## src/rtl/rv_pkg.sv

```systemverilog
// Shared register-file widths and the writeback request payload.
package rv_pkg;

    localparam int unsigned XLEN   = 32;
    localparam int unsigned REG_AW = 5;
    localparam int unsigned NREGS  = 32;

    typedef struct packed {
        logic [REG_AW-1:0] rd;
        logic [XLEN-1:0]   data;
    } wb_req_t;

    // Destination x0 is hard-wired zero; writes to it are discarded.
    function automatic logic is_real_rd(input logic [REG_AW-1:0] rd);
        return rd != '0;
    endfunction

endpackage

```

## src/rtl/wb_fifo.sv

```systemverilog
// FIFO of writeback requests with a per-entry valid vector so the
// owner can build a pending-destination mask from the stored entries.
module wb_fifo
    import rv_pkg::*;
#(
    parameter int unsigned DEPTH = 4
) (
    input  logic                             clk,
    input  logic                             rst,
    input  logic                             push,
    input  wb_req_t                          push_req,
    input  logic                             pop,
    output wb_req_t                          head,
    output logic                             full,
    output logic                             empty,
    output logic [$clog2(DEPTH+1)-1:0]       count,
    output logic [DEPTH-1:0]                 entry_valid,
    output wb_req_t                          entries [DEPTH]
);

    localparam int unsigned PTR_W = $clog2(DEPTH);
    localparam int unsigned CNT_W = $clog2(DEPTH + 1);

    logic [PTR_W-1:0] wr_ptr;
    logic [PTR_W-1:0] rd_ptr;
    logic             push_ok;
    logic             pop_ok;
    wb_req_t          mem [DEPTH];

    // Occupancy comes from count alone, so equal pointers are never ambiguous.
    assign full    = (count == CNT_W'(DEPTH));
    assign empty   = (count == '0);
    assign push_ok = push && !full;
    assign pop_ok  = pop && !empty;
    assign head    = mem[rd_ptr];
    assign entries = mem;

    always_ff @(posedge clk or posedge rst) begin
        if (rst) begin
            wr_ptr      <= '0;
            rd_ptr      <= '0;
            count       <= '0;
            entry_valid <= '0;
        end else begin
            if (pop_ok) begin
                rd_ptr              <= rd_ptr + PTR_W'(1);
                entry_valid[rd_ptr] <= 1'b0;
            end
            if (push_ok) begin
                wr_ptr              <= wr_ptr + PTR_W'(1);
                entry_valid[wr_ptr] <= 1'b1;
            end
            count <= count + CNT_W'(push_ok) - CNT_W'(pop_ok);
        end
    end

    // Storage needs no reset; entry_valid gates every use of it.
    always_ff @(posedge clk) begin
        if (push_ok) begin
            mem[wr_ptr] <= push_req;
        end
    end

endmodule

```

## src/rtl/rf_writeback_arb.sv

```systemverilog
// Writeback arbiter feeding the regfile write port: ALU results win unless the
// queued LSU head has starved. Optional same-cycle read bypass via RF_WB_BYPASS_EN.
module rf_writeback_arb
    import rv_pkg::*;
#(
    parameter int unsigned DEPTH      = 4,
    parameter int unsigned STARVE_MAX = 7
) (
    input  logic              clk,
    input  logic              rst,
    input  logic              alu_valid,
    input  logic [REG_AW-1:0] alu_rd,
    input  logic [XLEN-1:0]   alu_data,
    output logic              alu_stall,
    input  logic              lsu_valid,
    output logic              lsu_ready,
    input  logic [REG_AW-1:0] lsu_rd,
    input  logic [XLEN-1:0]   lsu_data,
    output logic [NREGS-1:0]  pend_mask,
    output logic              WE,
    output logic [REG_AW-1:0] A3,
    output logic [XLEN-1:0]   WD3
`ifdef RF_WB_BYPASS_EN
    ,
    input  logic [REG_AW-1:0] byp_a1,
    input  logic [REG_AW-1:0] byp_a2,
    output logic              byp_hit1,
    output logic              byp_hit2,
    output logic [XLEN-1:0]   byp_d1,
    output logic [XLEN-1:0]   byp_d2
`endif
);

    localparam int unsigned CNT_W = $clog2(DEPTH + 1);
    localparam int unsigned AGE_W = $clog2(STARVE_MAX + 1);

    logic              q_push;
    logic              q_pop;
    logic              q_full;
    logic              q_empty;
    logic [CNT_W-1:0]  q_count;
    logic [CNT_W-1:0]  q_count_next;
    logic [DEPTH-1:0]  q_valid;
    wb_req_t           q_head;
    wb_req_t           q_entries [DEPTH];
    wb_req_t           push_req;

    logic [AGE_W-1:0]  age;
    logic              force_pop;
    logic              wr_en;
    wb_req_t           wr_req;

    wb_fifo #(
        .DEPTH (DEPTH)
    ) u_fifo (
        .clk         (clk),
        .rst         (rst),
        .push        (q_push),
        .push_req    (push_req),
        .pop         (q_pop),
        .head        (q_head),
        .full        (q_full),
        .empty       (q_empty),
        .count       (q_count),
        .entry_valid (q_valid),
        .entries     (q_entries)
    );

    // Writes to x0 are accepted from the LSU but never queued.
    assign push_req.rd   = lsu_rd;
    assign push_req.data = lsu_data;
    assign q_push        = lsu_valid && lsu_ready && is_real_rd(lsu_rd);

    // Arbitration looks only at registered queue state plus the ALU request.
    assign force_pop = (age == AGE_W'(STARVE_MAX)) && !q_empty;
    assign alu_stall = force_pop && alu_valid;

    always_comb begin
        q_pop  = 1'b0;
        wr_en  = 1'b0;
        wr_req = '0;
        if (force_pop) begin
            q_pop  = 1'b1;
            wr_en  = 1'b1;
            wr_req = q_head;
        end else if (alu_valid && is_real_rd(alu_rd)) begin
            wr_en       = 1'b1;
            wr_req.rd   = alu_rd;
            wr_req.data = alu_data;
        end else if (!q_empty) begin
            q_pop  = 1'b1;
            wr_en  = 1'b1;
            wr_req = q_head;
        end
    end

    assign q_count_next = q_count + CNT_W'(q_push) - CNT_W'(q_pop);

    // lsu_ready is a register so it reads 0 throughout reset and has no lsu_* path.
    always_ff @(posedge clk or posedge rst) begin
        if (rst) begin
            lsu_ready <= 1'b0;
        end else begin
            lsu_ready <= (q_count_next != CNT_W'(DEPTH));
        end
    end

    // Head age: cleared when the queue is empty or the head leaves, saturating otherwise.
    always_ff @(posedge clk or posedge rst) begin
        if (rst) begin
            age <= '0;
        end else if (q_empty || q_pop) begin
            age <= '0;
        end else if (age != AGE_W'(STARVE_MAX)) begin
            age <= age + AGE_W'(1);
        end
    end

    // Regfile write port register; address/data hold when no write is issued.
    always_ff @(posedge clk or posedge rst) begin
        if (rst) begin
            WE  <= 1'b0;
            A3  <= '0;
            WD3 <= '0;
        end else begin
            WE <= wr_en;
            if (wr_en) begin
                A3  <= wr_req.rd;
                WD3 <= wr_req.data;
            end
        end
    end

    always_comb begin
        pend_mask = '0;
        for (int i = 0; i < int'(DEPTH); i++) begin
            if (q_valid[i]) begin
                pend_mask[q_entries[i].rd] = 1'b1;
            end
        end
        pend_mask[0] = 1'b0;
    end

`ifdef RF_WB_BYPASS_EN
    // Forward the write in flight to readers in the same cycle.
    assign byp_hit1 = WE && (A3 == byp_a1) && is_real_rd(byp_a1);
    assign byp_hit2 = WE && (A3 == byp_a2) && is_real_rd(byp_a2);
    assign byp_d1   = WD3;
    assign byp_d2   = WD3;
`endif

endmodule

```

## config.mk

```make
export PLATFORM = sky130hd
export DESIGN_NAME = rf_writeback_arb
export DESIGN_NICKNAME = d
export VERILOG_FILES = /design/src/rtl/rv_pkg.sv /design/src/rtl/wb_fifo.sv /design/src/rtl/rf_writeback_arb.sv
export SDC_FILE = /design/constraint.sdc
export NUM_CORES = 1
export LEC_CHECK = 0
export CAP_MARGIN = 20
export CORE_UTILIZATION = 58
export DETAILED_ROUTE_END_ITERATION = 7
export PLACE_DENSITY_LB_ADDON = 0.15
export SKIP_LAST_GASP = 1
export SYNTH_ARGS = -nofsm -noshare
export SYNTH_HDL_FRONTEND = slang
export SYNTH_SLANG_ARGS = --single-unit
```

## constraint.sdc

```tcl
create_clock -name clk -period 4 [get_ports clk]
set_input_delay 0.8 -clock clk [delete_from_list [all_inputs] [get_ports clk]]
set_output_delay 0.8 -clock clk [all_outputs]
set_load 0.01 [all_outputs]
```

==> results.cfg <==
[cts]
ctsResizeCount = 0
post_cts_buffers = 0
holdBufCountCts = 0
clkSinkCount = 201
htree_levels = 1
cts_buffers = 21
cts_tree = built
clockBufferDepth = 3
clockRootBuffer = clkbuf_16
cts.clk_slew.worst_paths_ps = 60
insertion_delay_ps = 500

[global_routing]
grtUsageTotal_pct = 29.0
grt_pass1_vias = 6453
grt_pass1_wl_microns = 35800
antenna_found_initial = 0
overflow = 0
grt_max_degree = 48

[yosys]
yosysUniqueCellTypes = 55
synth_top_area_share_pct = 48.2
synth_area_leader_cell = edfxtp_1
syn_area_sq_um = 9210
syn_area_per_cell_sq_um = 14.4
synth_edf_count = 148
async_flop_share_pct = 26.4
synth_nets = 734
ys_ff_latch = 201
ys.flop_type = edfxtp_1
synth_warnings = 0
synthCells = 641
synthTopCellsByArea = edfxtp_1 48%, dfrtp_1 14%, mux4_2 9.0%
ys_seq_area_share_pct = 62.6

[sta]
skew_ps = 17.8
tightest_slew_ps = 1050
period_needed_ps = 3560
hold_viol = 0
setup_viol = 0
fmax_mhz = 281
max-slew-margin-rel_pct = 30.2
slew_violations = 0
fin_crit_sh_pct = 89.1
fin_setup_tns_ps = 0
rsz0062_at_grt = no

[drt]
vias_per_cell = 6.40
drt_first_pass_iters = 5
initialDrtViolationCount = 587
route.detailed.drc = 0
wl_per_cell_microns = 22.9
vias = 6424
finalWirelength_microns = 22900
final_antenna_net_count = 0

[layout]
final_cell_mix = 148 x clkdlybuf4s50_1, 148 x edfxtp_1, 58 x nor2_1
drive_above_1_share_pct = 16.8
diodes = 0
utilization_pct = 74.6
final_nets = 871
areaGrowthSynthToFinish_pct = 24.4
instances_no_fill = 1004

[placed_design]
dp.cells = 966
dpl.hpwl_microns = 14300
portBuffers = 148
gp_congestion = 0.935

[pwr]
p_leak_nw = 4.15
p_sw_mw = 2.37
swShare_pct = 31.4
p_per_area_nw_per_um2 = 657
power_frac_comb_pct = 33.5
clkPwrFrac_pct = 23.6
peakVddDrop_uv = 498
p_seq_share_pct = 42.8
p_int_mw = 5.16

[floorplan]
die_h_microns = 128
fp.dieW_microns = 128
die_area_sq_um = 16400
ios = 150
num_rows = 45
initial_core_util_pct = 59.9
coreArea_sq_um = 15400

[setup_path]
cpPeakStageDelay_ps = 860
worstSetupPathType = reg -> out
crit_path_end_kind = output port
cp_cell_sequence = nor3b_1 > a32oi_1 > o221ai_1 > clkdlybuf4s50_1
reg2regPathDepth = 10
cp.required_ps = 3200
critPathMaxFanout = 6
cp-start-kind = register
cp.arrival_ps = 2760
crit_slowest_cell = nor3b_1

[hold_path]
hold_class = reg -> reg
whs_path_depth = 1

[flow_run]
maxCapViolCount = 0

[run_status]
run_status = finished clean
[area by class of cell]
type,count,area [sq um]
clock inverter,6,41.3
fill,969,3910
multi-input combinational,382,3180
tap,211,264
timing repair buffer,157,1560
clock buffer,32,587
sequential,201,5770
inverter,15,56.3
[final timing paths]
check / from / endpoint / slack [ps]
worst min-delay path: age[0]$_DFFE_PP0P_ / age[0]$_DFFE_PP0P_ / 460
max in group asynchronous: rst / A3[1]$_DFFE_PP0P_ / 2460
worst max register to register: u_fifo.count[1]$_DFF_PP0_ / lsu_ready$_DFF_PP0_ / 1330
worst min register to register: age[0]$_DFFE_PP0P_ / age[0]$_DFFE_PP0P_ / 460
worst max-delay path: u_fifo.entries[106]$_DFFE_PP_ / pend_mask[8] / 440
min in group asynchronous: rst / WD3[12]$_DFFE_PP0P_ / 780
[sequential cells by signal, indices dropped and copies added (netlist names)]
signal	flops
u_fifo.wr_ptr	2
WE	1
lsu_ready	1
A3	5
u_fifo.entry_valid	4
WD3	32
u_fifo.rd_ptr	2
age	3
u_fifo.count	3
u_fifo.entries	148
[synthesized netlist by cell type (2+ instances only)]
| library cell | instances |
|---|---|
| nor3b_1 | 7 |
| nand3_1 | 5 |
| o22ai_1 | 13 |
| clkbuf_1 | 28 |
| or3_1 | 3 |
| or3b_2 | 5 |
| o32ai_1 | 2 |
| inv_1 | 15 |
| buf_2 | 6 |
| nor3_1 | 3 |
| or2_1 | 7 |
| nand2_1 | 18 |
| clkbuf_2 | 3 |
| ha_1 | 13 |
| dfrtp_1 | 53 |
| a21oi_1 | 7 |
| and2_1 | 5 |
| o21ai_0 | 38 |
| xor2_1 | 3 |
| or2_2 | 31 |
| a221o_1 | 13 |
| nor2_1 | 58 |
| edfxtp_1 | 148 |
| and3b_1 | 3 |
| xnor2_1 | 2 |
| a22o_2 | 7 |
| o221ai_1 | 11 |
| o211ai_1 | 9 |
| fa_1 | 2 |
| mux4_2 | 37 |
| nand3b_1 | 11 |
| and3_1 | 8 |
| a22oi_1 | 7 |
| a22o_1 | 34 |
| buf_6 | 5 |
| a211o_1 | 2 |
[through the flow]
step           area [sq um]  power [mW]  setup WS (ps)  hold slack (ps)
3_3_place_gp          10800        5.69            635              434
2_1_floorplan          9210        4.76           1070              419
6_report              11500        7.53            437              459
4_1_cts               11500        7.56            484              450
5_1_grt               11500        7.90            363              474
3_5_place_dp          10800        5.76            567              441
[cells by family (layout without fill, tap and decap cells)]
group | after synthesis | after routing | synth area share (%)
flip-flops | 201 | 201 | 62.6
AND/OR/NAND/NOR | 171 | 171 | 10.1
AO/OA/AOI/OAI | 151 | 151 | 12.4
buffers and inverters | 58 | 210 | 2.93
multiplexers | 39 | 39 | 9.29
adder cells (fa/ha/maj) | 15 | 15 | 2.20
XOR/XNOR | 5 | 5 | 0.475
other | 1 | 1 | 0.0407
[critical path: cells and delay by family, from the launching register on]
kind | cells | cell delay [ps]
simple gates | 1 | 860
buf+inv | 1 | 580
flops | 1 | 470
compound gates | 2 | 360
[power groups by stage]
stage / sequential (mW) / combinational, mW / clock, mW
after floorplan: 3.09 / 1.67 / 0
after global placement: 3.22 / 2.47 / 0
after detailed placement: 3.26 / 2.51 / 0
after CTS: 3.22 / 2.54 / 1.80
after global routing: 3.28 / 2.73 / 1.89
final: 3.22 / 2.53 / 1.78
[routing by layer]
metal | vias up | track usage, % | part of all wire, %
li1 | 2782 | - | -
met1 | 3231 | 40.9 | 42
met2 | 365 | 47.1 | 49
met3 | 46 | 4.30 | 7.2
met4 | 0 | 9.13 | 2.0
met5 | - | 0 | 0
(Power assumes the default switching activity.)
